==> src/rtl/gated_mux_activity_mon.sv <==
// gated_mux_activity_mon: registered WIDTH-bit gated 2:1 mux with a windowed output-toggle monitor and report handshake
module gated_mux_activity_mon #(
    parameter int WIDTH  = 8,
    parameter int WINDOW = 256,
    parameter int CNT_W  = 16
) (
    input  logic             clk,
    input  logic             rst_n,
    input  logic             in_valid,
    input  logic             kill,
    input  logic             sel,
    input  logic [WIDTH-1:0] a,
    input  logic [WIDTH-1:0] b,
    input  logic             clear,
    output logic [WIDTH-1:0] out_data,
    output logic             out_valid,
    output logic             rpt_valid,
    input  logic             rpt_ready,
    output logic [CNT_W-1:0] rpt_count,
    output logic             rpt_sat,
    output logic             rpt_overrun
);
    localparam int PC_W  = $clog2(WIDTH + 1);
    localparam int SUM_W = CNT_W + $clog2(WIDTH) + 1;
    localparam int WC_W  = $clog2(WINDOW);

    typedef enum logic {ACCUM, REPORT} state_t;

    state_t           state;
    logic [WIDTH-1:0] next_out;
    logic [PC_W-1:0]  inc;
    logic [SUM_W-1:0] sum;
    logic [CNT_W-1:0] acc;
    logic [CNT_W-1:0] snapshot;
    logic [WC_W-1:0]  wcnt;
    logic             sat_w;
    logic             over;
    logic             terminal;

    // holding the output when in_valid=0 makes the toggle increment zero for free
    assign next_out = in_valid ? (kill ? '0 : (sel ? a : b)) : out_data;

    // popcount of the output bits that flip at the coming edge
    always_comb begin
        inc = '0;
        for (int i = 0; i < WIDTH; i++) inc = inc + PC_W'(next_out[i] ^ out_data[i]);
    end

    assign sum      = SUM_W'(acc) + SUM_W'(inc);
    assign over     = sum > SUM_W'({CNT_W{1'b1}});
    assign snapshot = over ? '1 : sum[CNT_W-1:0];
    assign terminal = wcnt == WC_W'(WINDOW - 1);

    // registered gated mux datapath; clear leaves it untouched
    always_ff @(posedge clk) begin
        if (!rst_n) begin
            out_data  <= '0;
            out_valid <= 1'b0;
        end else begin
            out_data  <= next_out;
            out_valid <= in_valid;
        end
    end

    // window counter and saturating accumulator; a new window starts empty after the terminal cycle
    always_ff @(posedge clk) begin
        if (!rst_n || clear) begin
            wcnt  <= '0;
            acc   <= '0;
            sat_w <= 1'b0;
        end else begin
            wcnt  <= terminal ? '0 : wcnt + 1'b1;
            acc   <= terminal ? '0 : snapshot;
            sat_w <= terminal ? 1'b0 : (sat_w | over);
        end
    end

    // report FSM: a terminal always loads a fresh report, overrun flags a lost unaccepted one
    always_ff @(posedge clk) begin
        if (!rst_n || clear) begin
            state       <= ACCUM;
            rpt_valid   <= 1'b0;
            rpt_count   <= '0;
            rpt_sat     <= 1'b0;
            rpt_overrun <= 1'b0;
        end else if (terminal) begin
            state     <= REPORT;
            rpt_valid <= 1'b1;
            rpt_count <= snapshot;
            rpt_sat   <= sat_w | over;
            if (state == REPORT && !rpt_ready) rpt_overrun <= 1'b1;
        end else if (state == REPORT && rpt_ready) begin
            state     <= ACCUM;
            rpt_valid <= 1'b0;
        end
    end
endmodule

==> config.mk <==
export PLATFORM = sky130hd
export DESIGN_NAME = gated_mux_activity_mon
export DESIGN_NICKNAME = d
export VERILOG_FILES = /design/src/rtl/gated_mux_activity_mon.sv
export SDC_FILE = /design/constraint.sdc
export NUM_CORES = 1
export LEC_CHECK = 0
export CAP_MARGIN = 0
export CORE_ASPECT_RATIO = 0.5
export CORE_UTILIZATION = 45
export DETAILED_ROUTE_END_ITERATION = 6
export GPL_TIMING_DRIVEN = 1
export PLACE_DENSITY = 0.82
export RECOVER_POWER = 50
export SLEW_MARGIN = 25
export SYNTH_ARGS = -nofsm -noshare
export SYNTH_HDL_FRONTEND = slang
export SYNTH_SLANG_ARGS = --single-unit
==> constraint.sdc <==
create_clock -name clk -period 6.57 [get_ports clk]
set_input_delay 0.657 -clock clk [delete_from_list [all_inputs] [get_ports clk]]
set_output_delay 0.657 -clock clk [all_outputs]
set_load 0.02 [all_outputs]
==> flow_metrics.env, run 1 <==
export IMPL_worst_pin_slew_ns=1.27
export IMPL_slew_limit_headroom=0.146
export IMPL_arrival_ns=5.87
export IMPL_critPathTopFamily="adder cells"
export IMPL_clk_path_buf_depth=2
export IMPL_rsz0062_at_grt="no"
export IMPL_synthTopCellsByCount="dfxtp_1, nor2_1, nand2_1, mux2i_1, o21ai_0"
export IMPL_portBuffers=50
export IMPL_hp_class="reg2reg"
export IMPL_clkSlewWorstSetupHoldPaths_ns=0.10
export IMPL_synth_seq_cells=53
export IMPL_multiInputGateArea_sq_um=1380
export IMPL_synth_edf_count=0
export IMPL_top_level_ports=51
export IMPL_dp_worst_setup_slack_ns=0.604
export IMPL_layout_nets=359
export IMPL_grt_ovfl_total=0
export IMPL_critPathRequiredTime_ns=6.81
export IMPL_post_route_util=0.612
export IMPL_slew_viol_final=0
export IMPL_dieArea_sq_um=5920
export IMPL_clkPwrFrac=0.306
export IMPL_synth_area_top_cells="dfxtp_1, mux2i_1, nor2_1"
export IMPL_crit_chain="clkdlybuf4s50_1 -> mux2i_1 -> nor2_1 -> xor2_1 -> and2_1 -> fa_1 -> fa_1 -> inv_1 -> fa_1 -> inv_1 -> fa_1 -> inv_1 -> fa_1 -> nand2b_1 -> a211oi_4 -> nor2b_1 -> a21oi_1 -> a211oi_2"
export IMPL_cts_root_buf="clkbuf_8"
export IMPL_cts_hold_buf=0
export IMPL_p_seq_frac=0.530
export IMPL_areaGrowthSynthToFinish_pct=25.2
export IMPL_startpoint_type="input pin"
export IMPL_synth_largest_area_cell="dfxtp_1"
export IMPL_first_iter_violations=61
export IMPL_drc_errors=0
export IMPL_fp_dieW_um=108
export IMPL_p_leak_nw=1.35
export IMPL_worst_setup_path_end_kind="flop"
export IMPL_syn_nets=312
export IMPL_combPwrFrac=0.164
export IMPL_r2r_start="out_data[0]$_SDFF_PN0_"
export IMPL_initial_core_util=0.489
export IMPL_power_switching_mw=0.174
export IMPL_setup_slack_ns=0.937
export IMPL_p_per_area_nw_per_um2=199
export IMPL_clkSinkCount=53
export IMPL_holdWs_ns=0.452
export IMPL_fin_skew_ns=0.0124
export IMPL_vdd_ir_drop_max_v=0.000107
export IMPL_track_usage=0.204
export IMPL_min_period_ns=5.63
export IMPL_netlist_area_sq_um=2520
export IMPL_grt_pass1_vias=2006
export IMPL_outcome="completed"
export IMPL_total_power_mw=0.627
export IMPL_cap_violations=0
export IMPL_hold_viol=0
export IMPL_grt_pass1_wl_um=8980
export IMPL_antenna_left=0
export IMPL_fmax_mhz=178
export IMPL_finalWirelength_um=5550
export IMPL_place_detailed_hpwl_um=4060
export IMPL_dr_pass1_iters=4
export IMPL_synth_distinct_cells=41
export IMPL_coreArea_sq_um=5160
export IMPL_synth_ff_type="dfxtp_1"
export IMPL_fin_tns_setup_ns=0
export IMPL_cts_resized=0
export IMPL_numCtsBuffers=5
export IMPL_antenna_cells=0
export IMPL_register_area_sq_um=1060
export IMPL_antenna_found_initial=0
export IMPL_p_int_mw=0.453
export IMPL_vias=2068
export IMPL_syn_inst=277
export IMPL_fin_crit_sh=0.857
export IMPL_cts_setup_buffers=0
export IMPL_final_layout_size_suffix_gt1_frac=0.0523
export IMPL_clk_insertion_delay_late_ns=0.32
export IMPL_synth_most_common_cell="dfxtp_1"
export IMPL_nFillCells=449
export IMPL_row_count=18
export IMPL_h_tree_depth=2
export IMPL_synthArstFlopShare=0
export IMPL_yosysWarnings=0
export IMPL_path_buf_inv=4
export IMPL_crit_type="in2reg"
export IMPL_switching_share=0.278
export IMPL_setup_viol=0
export IMPL_critPathLaunch="sel"
export IMPL_syn_area_per_cell_sq_um=9.10
export IMPL_gp_congestion=0.823
export IMPL_cts_tree="yes"
export IMPL_hold_start="rpt_count[4]$_SDFFE_PP0P_"
export IMPL_crit_top_cell="fa_1"
export IMPL_max_stage_delay_ns=0.73
export IMPL_grt_max_degree=21
export IMPL_viasPerCell=5.24
export IMPL_synth_top_area_frac=0.421
export IMPL_cp_slowest_cell="clkdlybuf4s50_1"
export IMPL_wl_per_cell_um=14.0
export IMPL_crit_fanout=10
export IMPL_die_h_um=54.9
export IMPL_synth_seq_area_share=0.421
==> layout make-up <==
| type | instances | share of cell area |
|---|---|---|
| tap | 70 | 0.0278 |
| clock inverter | 3 | 0.00793 |
| multi-input combinational | 205 | 0.437 |
| sequential | 53 | 0.336 |
| timing repair buffer | 51 | 0.160 |
| inverter | 8 | 0.00952 |
| clock buffer | 5 | 0.0218 |
==> logic make-up after synthesis <==
logic type,count (synthesis),synth area share
mux,16,0.0636
fa+ha+maj,12,0.0745
simple gates,110,0.218
flops,53,0.421
compound gates,50,0.133
buf+inv,19,0.0308
xor+xnor,17,0.0591
==> flip-flops by register name, summed over array words and instances (netlist names) <==
| register | count |
|---|---|
| rpt_overrun | 1 |
| wcnt | 8 |
| out_valid | 1 |
| out_data | 8 |
| rpt_count | 16 |
| state | 1 |
| sat_w | 1 |
| rpt_sat | 1 |
| acc | 16 |
==> final timing paths <==
check                               to  slack (ns)  depth (start not counted)
max reg2reg  rpt_count[2]$_SDFFE_PP0P_        1.99                         15
max          rpt_count[2]$_SDFFE_PP0P_        0.94                         18
min reg2reg  rpt_count[4]$_SDFFE_PP0P_        0.45                          2
min          rpt_count[4]$_SDFFE_PP0P_        0.45                          2
==> worst register-to-register path: cells and delay by family, from the launching register on <==
kind,cells,cell delay (ns)
adders and majority gates,5,2.07
buffers and inverters,3,0.24
xor gates and xnor gates,1,0.16
and+or+nand+nor,3,0.91
AOI/OAI and AO/OA,3,0.78
DFF,1,0.35
==> metrics by stage <==
step                      instances  area (sq um)
after global placement          387          3070
after detailed placement        387          3070
after CTS                       395          3160
final                           395          3160
after global routing            395          3160
after floorplan                 277          2520
==> metal layers <==
metal  up-vias  track usage  part of all wire
li1       1039            -                 -
met1       966        0.239              0.45
met2        54        0.359              0.47
met3         9       0.0550             0.063
met4         0        0.105             0.019
met5         -            0                 0
==> layout by cell type (no fill, tap or decap), types with 2 or more instances in the layout <==
master / instances
dfxtp_1: 53
nor2_1: 36
dlygate4sd3_1: 29
clkdlybuf4s50_1: 21
nand2_1: 19
mux2i_1: 16
o21ai_0: 14
xor2_1: 11
nor2b_1: 11
a21oi_1: 11
and2_1: 10
nand3_1: 9
inv_1: 8
a31oi_1: 7
ha_1: 7
xnor2_1: 6
nor3_1: 5
nand2b_1: 5
and3_1: 5
fa_1: 5
clkbuf_8: 5
a21o_1: 3
o31ai_1: 3
a211oi_1: 2
and4_1: 2
nand4_1: 2
a22o_1: 2
==> power groups by stage <==
stage	Clock [mW]	Combinational [mW]	Sequential (mW)
floorplan	0	0.0630	0.342
global placement	0	0.0988	0.339
detailed placement	0	0.100	0.339
CTS	0.198	0.105	0.332
global route	0.211	0.116	0.333
finish	0.192	0.103	0.332
Power figures use the tool's default switching activity.
==> run 2: changes to the inputs <==
Settings changed: ABC_AREA set to 1.
==> run 2 against run 1 <==
  * Clock power rose by 56%
  * Largest power group unchanged
  * Highest routed layer unchanged
  * Register-to-register slack improved by 0.08 ns
  * Critical endpoint is now acc[6]$_SDFF_PP0_
  * Critical path type unchanged
  * Critical path depth rose by 5
  * Maximum frequency rose by 0.48%
  * Sequential power barely moved
  * Largest cell class unchanged
==> flow_metrics.env, run 2 <==
export IMPL_synth_most_common_cell="nand2_1"
export IMPL_wl_met1_um=2740
export IMPL_yosysWarnings=0
export IMPL_synth_ff_type="dfxtp_1"
export IMPL_p_per_area_nw_per_um2=235
export IMPL_routed_wl_met3_um=342
export IMPL_synth_area_top_cells="dfxtp_1, nand2_1, nor2_1"
export IMPL_cts_root_buf="clkbuf_16"
export IMPL_nFillCells=494
export IMPL_antenna_found_initial=0
export IMPL_top_layer_used="met4"
export IMPL_grt_pass1_vias=2114
export IMPL_cp_slowest_cell="dlygate4sd3_1"
export IMPL_hp_class="reg2reg"
export IMPL_fin_crit_sh=0.853
export IMPL_drc_errors=0
export IMPL_grt_max_degree=24
export IMPL_synth_distinct_cells=26
export IMPL_viasPerCell=4.71
export IMPL_min_period_ns=5.61
export IMPL_vdd_ir_drop_max_v=0.000120
export IMPL_total_power_mw=0.781
export IMPL_mostFrequentLayoutCells="nand2_1, dfxtp_1, nor2_1"
export IMPL_portBuffers=50
export IMPL_cap_violations=0
export IMPL_fp_dieW_um=110
export IMPL_fin_tns_setup_ns=0
export IMPL_track_usage=0.193
export IMPL_critPathRequiredTime_ns=6.77
export IMPL_row_count=19
export IMPL_syn_area_per_cell_sq_um=7.17
export IMPL_register_area_sq_um=1060
export IMPL_crit_fanout=17
export IMPL_arrival_ns=5.81
export IMPL_layout_nets=451
export IMPL_grt_pass1_wl_um=9310
export IMPL_outcome="completed"
export IMPL_antenna_cells=0
export IMPL_max_stage_delay_ns=0.59
export IMPL_post_route_util=0.601
export IMPL_worst_pin_slew_ns=0.853
export IMPL_hold_viol=0
export IMPL_cts_hold_buf=0
export IMPL_p_leak_nw=1.59
export IMPL_synth_largest_area_cell="dfxtp_1"
export IMPL_cts_setup_buffers=0
export IMPL_gp_congestion=0.836
export IMPL_clkSlewWorstSetupHoldPaths_ns=0.07
export IMPL_cts_resized=0
export IMPL_postPlaceCellArea_sq_um=3170
export IMPL_final_layout_size_suffix_gt1_frac=0.0384
export IMPL_stdcell_area_sq_um=3330
export IMPL_vias=2309
export IMPL_rsz0062_at_grt="no"
export IMPL_areaGrowthSynthToFinish_pct=27.0
export IMPL_clkSinkCount=53
export IMPL_multiInputGateArea_sq_um=1340
export IMPL_place_detailed_hpwl_um=4000
export IMPL_wl_per_cell_um=11.1
export IMPL_dr_pass1_iters=4
export IMPL_fmax_mhz=178
export IMPL_h_tree_depth=2
export IMPL_synth_edf_count=0
export IMPL_cts_tree="yes"
export IMPL_worst_setup_path_end_kind="flop"
export IMPL_dieArea_sq_um=6160
export IMPL_synth_seq_cells=53
export IMPL_synthArstFlopShare=0
export IMPL_slew_viol_final=0
export IMPL_initial_core_util=0.473
export IMPL_syn_inst=366
export IMPL_die_h_um=56.0
export IMPL_setup_viol=0
export IMPL_reg_top3="acc (16), rpt_count (16)"
export IMPL_synth_seq_area_share=0.405
export IMPL_clk_path_buf_depth=2
export IMPL_antenna_left=0
export IMPL_final_common_cell="nand2_1"
export IMPL_synth_top_area_frac=0.405
export IMPL_top_level_ports=51
export IMPL_clk_insertion_delay_late_ns=0.30
export IMPL_crit_chain="dlygate4sd3_1 -> inv_1 -> nor2_1 -> inv_1 -> nor2_1 -> o21ai_0 -> nand2_1 -> inv_1 -> nand2_1 -> o21ai_0 -> fa_1 -> fa_1 -> inv_1 -> fa_1 -> inv_1 -> fa_1 -> inv_1 -> fa_1 -> nand3b_1 -> nand2_1 -> nand3_1 -> buf_4 -> a21oi_1"
export IMPL_first_iter_violations=129
export IMPL_crit_type="in2reg"
export IMPL_finalWirelength_um=5460
export IMPL_startpoint_type="input pin"
export IMPL_coreArea_sq_um=5540
export IMPL_crit_top_cell="inv_1"
export IMPL_synthTopCellsByCount="nand2_1, dfxtp_1, nor2_1, inv_1, a21oi_1"
export IMPL_numCtsBuffers=5
export IMPL_slew_limit_headroom=0.430
export IMPL_grt_ovfl_total=0
export IMPL_netlist_area_sq_um=2620
export IMPL_fin_skew_ns=0.0104
export IMPL_syn_nets=401
export IMPL_wl_met2_um=2310
[run 2: changes by cell type in the layout (fill, tap and decap cells not counted), moves of 6 or more]
cell | previous run | this run
nand2_1 | 19 | 122
a31oi_1 | 7 | 0
xor2_1 | 11 | 4
nand3_1 | 9 | 18
a21oi_1 | 11 | 24
mux2i_1 | 16 | 0
nor2_1 | 36 | 42
inv_1 | 8 | 41
and2_1 | 10 | 0
nor2b_1 | 11 | 0
[run 2: report_power, final]
part           internal (mW)  switching (mW)  leakage (nW)
registers              0.330         0.00456         0.429
logic                 0.0651          0.0813          1.08
clock network          0.181           0.120        0.0842
[run 2: cell families after synthesis]
| logic type | count (synthesis) | synth area share |
|---|---|---|
| fa+ha+maj | 12 | 0.0716 |
| compound gates | 42 | 0.0830 |
| xor+xnor | 11 | 0.0367 |
| buf+inv | 50 | 0.0811 |
| simple gates | 198 | 0.323 |
| flops | 53 | 0.405 |
[run 2: area by class of cell]
type,instances,area share
Clock buffer,5,0.0376
Timing Repair Buffer,51,0.153
Multi-Input combinational cell,263,0.403
Sequential cell,53,0.319
Tap cell,73,0.0274
Inverter,42,0.0481
Clock inverter,3,0.0131
[run 2: worst paths after layout]
check	cells past startpoint	end	slack, ns	from
max reg2reg	18	acc[6]$_SDFF_PP0_	2.07	out_data[0]$_SDFF_PN0_
max	23	acc[6]$_SDFF_PP0_	0.96	in_valid
min reg2reg	2	rpt_count[1]$_SDFFE_PP0P_	0.44	rpt_count[1]$_SDFFE_PP0P_
min	2	rpt_count[1]$_SDFFE_PP0P_	0.44	rpt_count[1]$_SDFFE_PP0P_
[run 2: metal layers]
| layer | vias up | GRT usage |
|---|---|---|
| met1 | 1004 | 0.265 |
| met5 | - | 0 |
| met3 | 7 | 0.0398 |
| met2 | 52 | 0.303 |
| li1 | 1246 | - |
| met4 | 0 | 0.0648 |
[run 2: critical path, delay by kind of cell]
kind,cells,cell delay (ns)
AO/OA/AOI/OAI,3,0.38
AND/OR/NAND/NOR,7,1.16
adder cells (fa/ha/maj),5,2.14
buffers and inverters,8,1.48
[run 2: stage by stage]
stage | cells | setup slack, ns | hold WS (ns)
after floorplan | 366 | 2.04 | 0.418
after global placement | 482 | 0.862 | 0.432
after detailed placement | 482 | 0.733 | 0.431
after CTS | 490 | 1.04 | 0.447
after global routing | 490 | 0.462 | 0.457
final | 490 | 0.964 | 0.439
==> run 3: changes to the inputs <==
Settings changed: CORE_UTILIZATION 45 to 51, PLACE_DENSITY 0.82 to not set, PLACE_DENSITY_LB_ADDON set to 0.2.
==> run 3 against run 2 <==
  * Wire length increased by 3.8%
  * Register-to-register slack improved by 0.06 ns
  * Via count increased by 2.1%
  * Clock power decreased by 38%
  * Global-route usage increased by 2.6 points
  * Power decreased by 14%
  * Critical path type unchanged
  * Hold slack improved by 0.013 ns
  * Non-clock buffer count unchanged
  * Critical endpoint is now acc[10]$_SDFF_PP0_
  * Maximum frequency increased by 1.3%
  * Die area decreased by 11%
  * Worst setup slack improved by 0.071 ns
==> flow_metrics.env, run 3 (synthesis gave the netlist of run 2 again) <==
export IMPL_vdd_ir_drop_max_v=0.000112
export IMPL_coreArea_sq_um=4930
export IMPL_p_leak_nw=1.55
export IMPL_critPathRequiredTime_ns=6.77
export IMPL_cts_setup_buffers=0
export IMPL_portBuffers=50
export IMPL_setup_viol=0
export IMPL_p_per_area_nw_per_um2=207
export IMPL_numCtsBuffers=5
export IMPL_place_detailed_hpwl_um=4390
export IMPL_antenna_found_initial=0
export IMPL_final_layout_size_suffix_gt1_frac=0.0361
export IMPL_worst_setup_path_end_kind="flop"
export IMPL_h_tree_depth=2
export IMPL_min_period_ns=5.54
export IMPL_antenna_cells=0
export IMPL_grt_pass1_wl_um=9010
export IMPL_dr_pass1_iters=4
export IMPL_fp_dieW_um=103
export IMPL_crit_type="in2reg"
export IMPL_startpoint_type="input pin"
export IMPL_drc_errors=0
export IMPL_finalWirelength_um=5670
export IMPL_worst_pin_slew_ns=0.858
export IMPL_track_usage=0.219
export IMPL_clkSlewWorstSetupHoldPaths_ns=0.09
export IMPL_crit_fanout=19
export IMPL_setup_slack_ns=1.03
export IMPL_mostFrequentLayoutCells="nand2_1, dfxtp_1, nor2_1"
export IMPL_die_h_um=52.7
export IMPL_wl_per_cell_um=11.7
export IMPL_reg_top3="acc (16), rpt_count (16)"
export IMPL_hp_class="reg2reg"
export IMPL_fin_crit_sh=0.843
export IMPL_grt_ovfl_total=0
export IMPL_row_count=18
export IMPL_total_power_mw=0.671
export IMPL_clkSinkCount=53
export IMPL_grt_max_degree=24
export IMPL_cap_violations=0
export IMPL_initial_core_util=0.532
export IMPL_cts_hold_buf=0
export IMPL_dp_worst_setup_slack_ns=0.789
export IMPL_antenna_left=0
export IMPL_cts_resized=0
export IMPL_clk_insertion_delay_late_ns=0.30
export IMPL_outcome="completed"
export IMPL_vias=2357
export IMPL_arrival_ns=5.74
export IMPL_rsz0062_at_grt="no"
export IMPL_grt_pass1_vias=2136
export IMPL_cts_tree="yes"
export IMPL_clk_path_buf_depth=2
export IMPL_layout_nets=451
export IMPL_viasPerCell=4.85
export IMPL_hold_viol=0
export IMPL_slew_limit_headroom=0.427
export IMPL_final_common_cell="nand2_1"
export IMPL_nFillCells=451
export IMPL_gp_congestion=0.903
export IMPL_slew_viol_final=0
export IMPL_top_level_ports=51
export IMPL_cts_root_buf="clkbuf_8"
export IMPL_areaGrowthSynthToFinish_pct=23.9
export IMPL_fin_skew_ns=0.00327
export IMPL_first_iter_violations=69
export IMPL_fmax_mhz=181
export IMPL_dieArea_sq_um=5450
export IMPL_holdWs_ns=0.452
export IMPL_fin_tns_setup_ns=0
[run 3: worst paths after layout]
kind | startpoint | end | slack (ns) | cells past startpoint
max | in_valid | acc[10]$_SDFF_PP0_ | 1.03 | 25
min | rpt_count[13]$_SDFFE_PP0P_ | rpt_count[13]$_SDFFE_PP0P_ | 0.45 | 2
max reg2reg | out_data[0]$_SDFF_PN0_ | acc[10]$_SDFF_PP0_ | 2.13 | 20
min reg2reg | rpt_count[13]$_SDFFE_PP0P_ | rpt_count[13]$_SDFFE_PP0P_ | 0.45 | 2
[run 3: where the power goes]
group | switching (mW) | leakage, nW | internal, mW
Clock | 0.103 | 0.0433 | 0.0835
Sequential | 0.00468 | 0.429 | 0.330
Combinational | 0.0841 | 1.07 | 0.0657
[run 3: metal layers]
| layer | GRT usage | wire, um | vias up |
|---|---|---|---|
| met1 | 0.258 | 2770 | 1051 |
| met2 | 0.408 | 2550 | 58 |
| li1 | - | - | 1242 |
| met3 | 0.0520 | 303 | 6 |
| met5 | 0 | 0 | - |
| met4 | 0.0423 | 48 | 0 |
[run 3: layout make-up]
cell class                 count  area [sq um]  area share
timing repair buffer          51           508       0.156
tap                           70          87.6      0.0270
sequential                    53          1060       0.327
inverter                      42           160      0.0493
clock inverter                 1          7.51     0.00231
clock buffer                   6          82.6      0.0254
multi-input combinational    263          1340       0.413
[run 3: critical path, stage by stage]
cell           delay (ns)
dlygate4sd3_1        0.60
inv_1                0.13
nor2_1               0.13
inv_1                0.11
nor2_1               0.09
o21ai_0              0.11
nand2_1              0.08
inv_1                0.04
nand2_1              0.05
o21ai_0              0.11
fa_1                 0.50
fa_1                 0.54
inv_1                0.06
fa_1                 0.53
inv_1                0.05
fa_1                 0.46
inv_1                0.09
fa_1                 0.21
nand3b_1             0.14
nand2_1              0.12
nand3_1              0.34
buf_4                0.30
nand3_1              0.13
nand2_1              0.08
inv_1                0.05
[run 3: per-stage QoR]
stage | cell area [sq um] | util | cells
floorplan | 2620 | - | 366
global placement | 3170 | 0.642 | 479
detailed placement | 3170 | 0.642 | 479
CTS | 3260 | 0.660 | 486
global route | 3250 | 0.659 | 486
finish | 3250 | 0.659 | 486
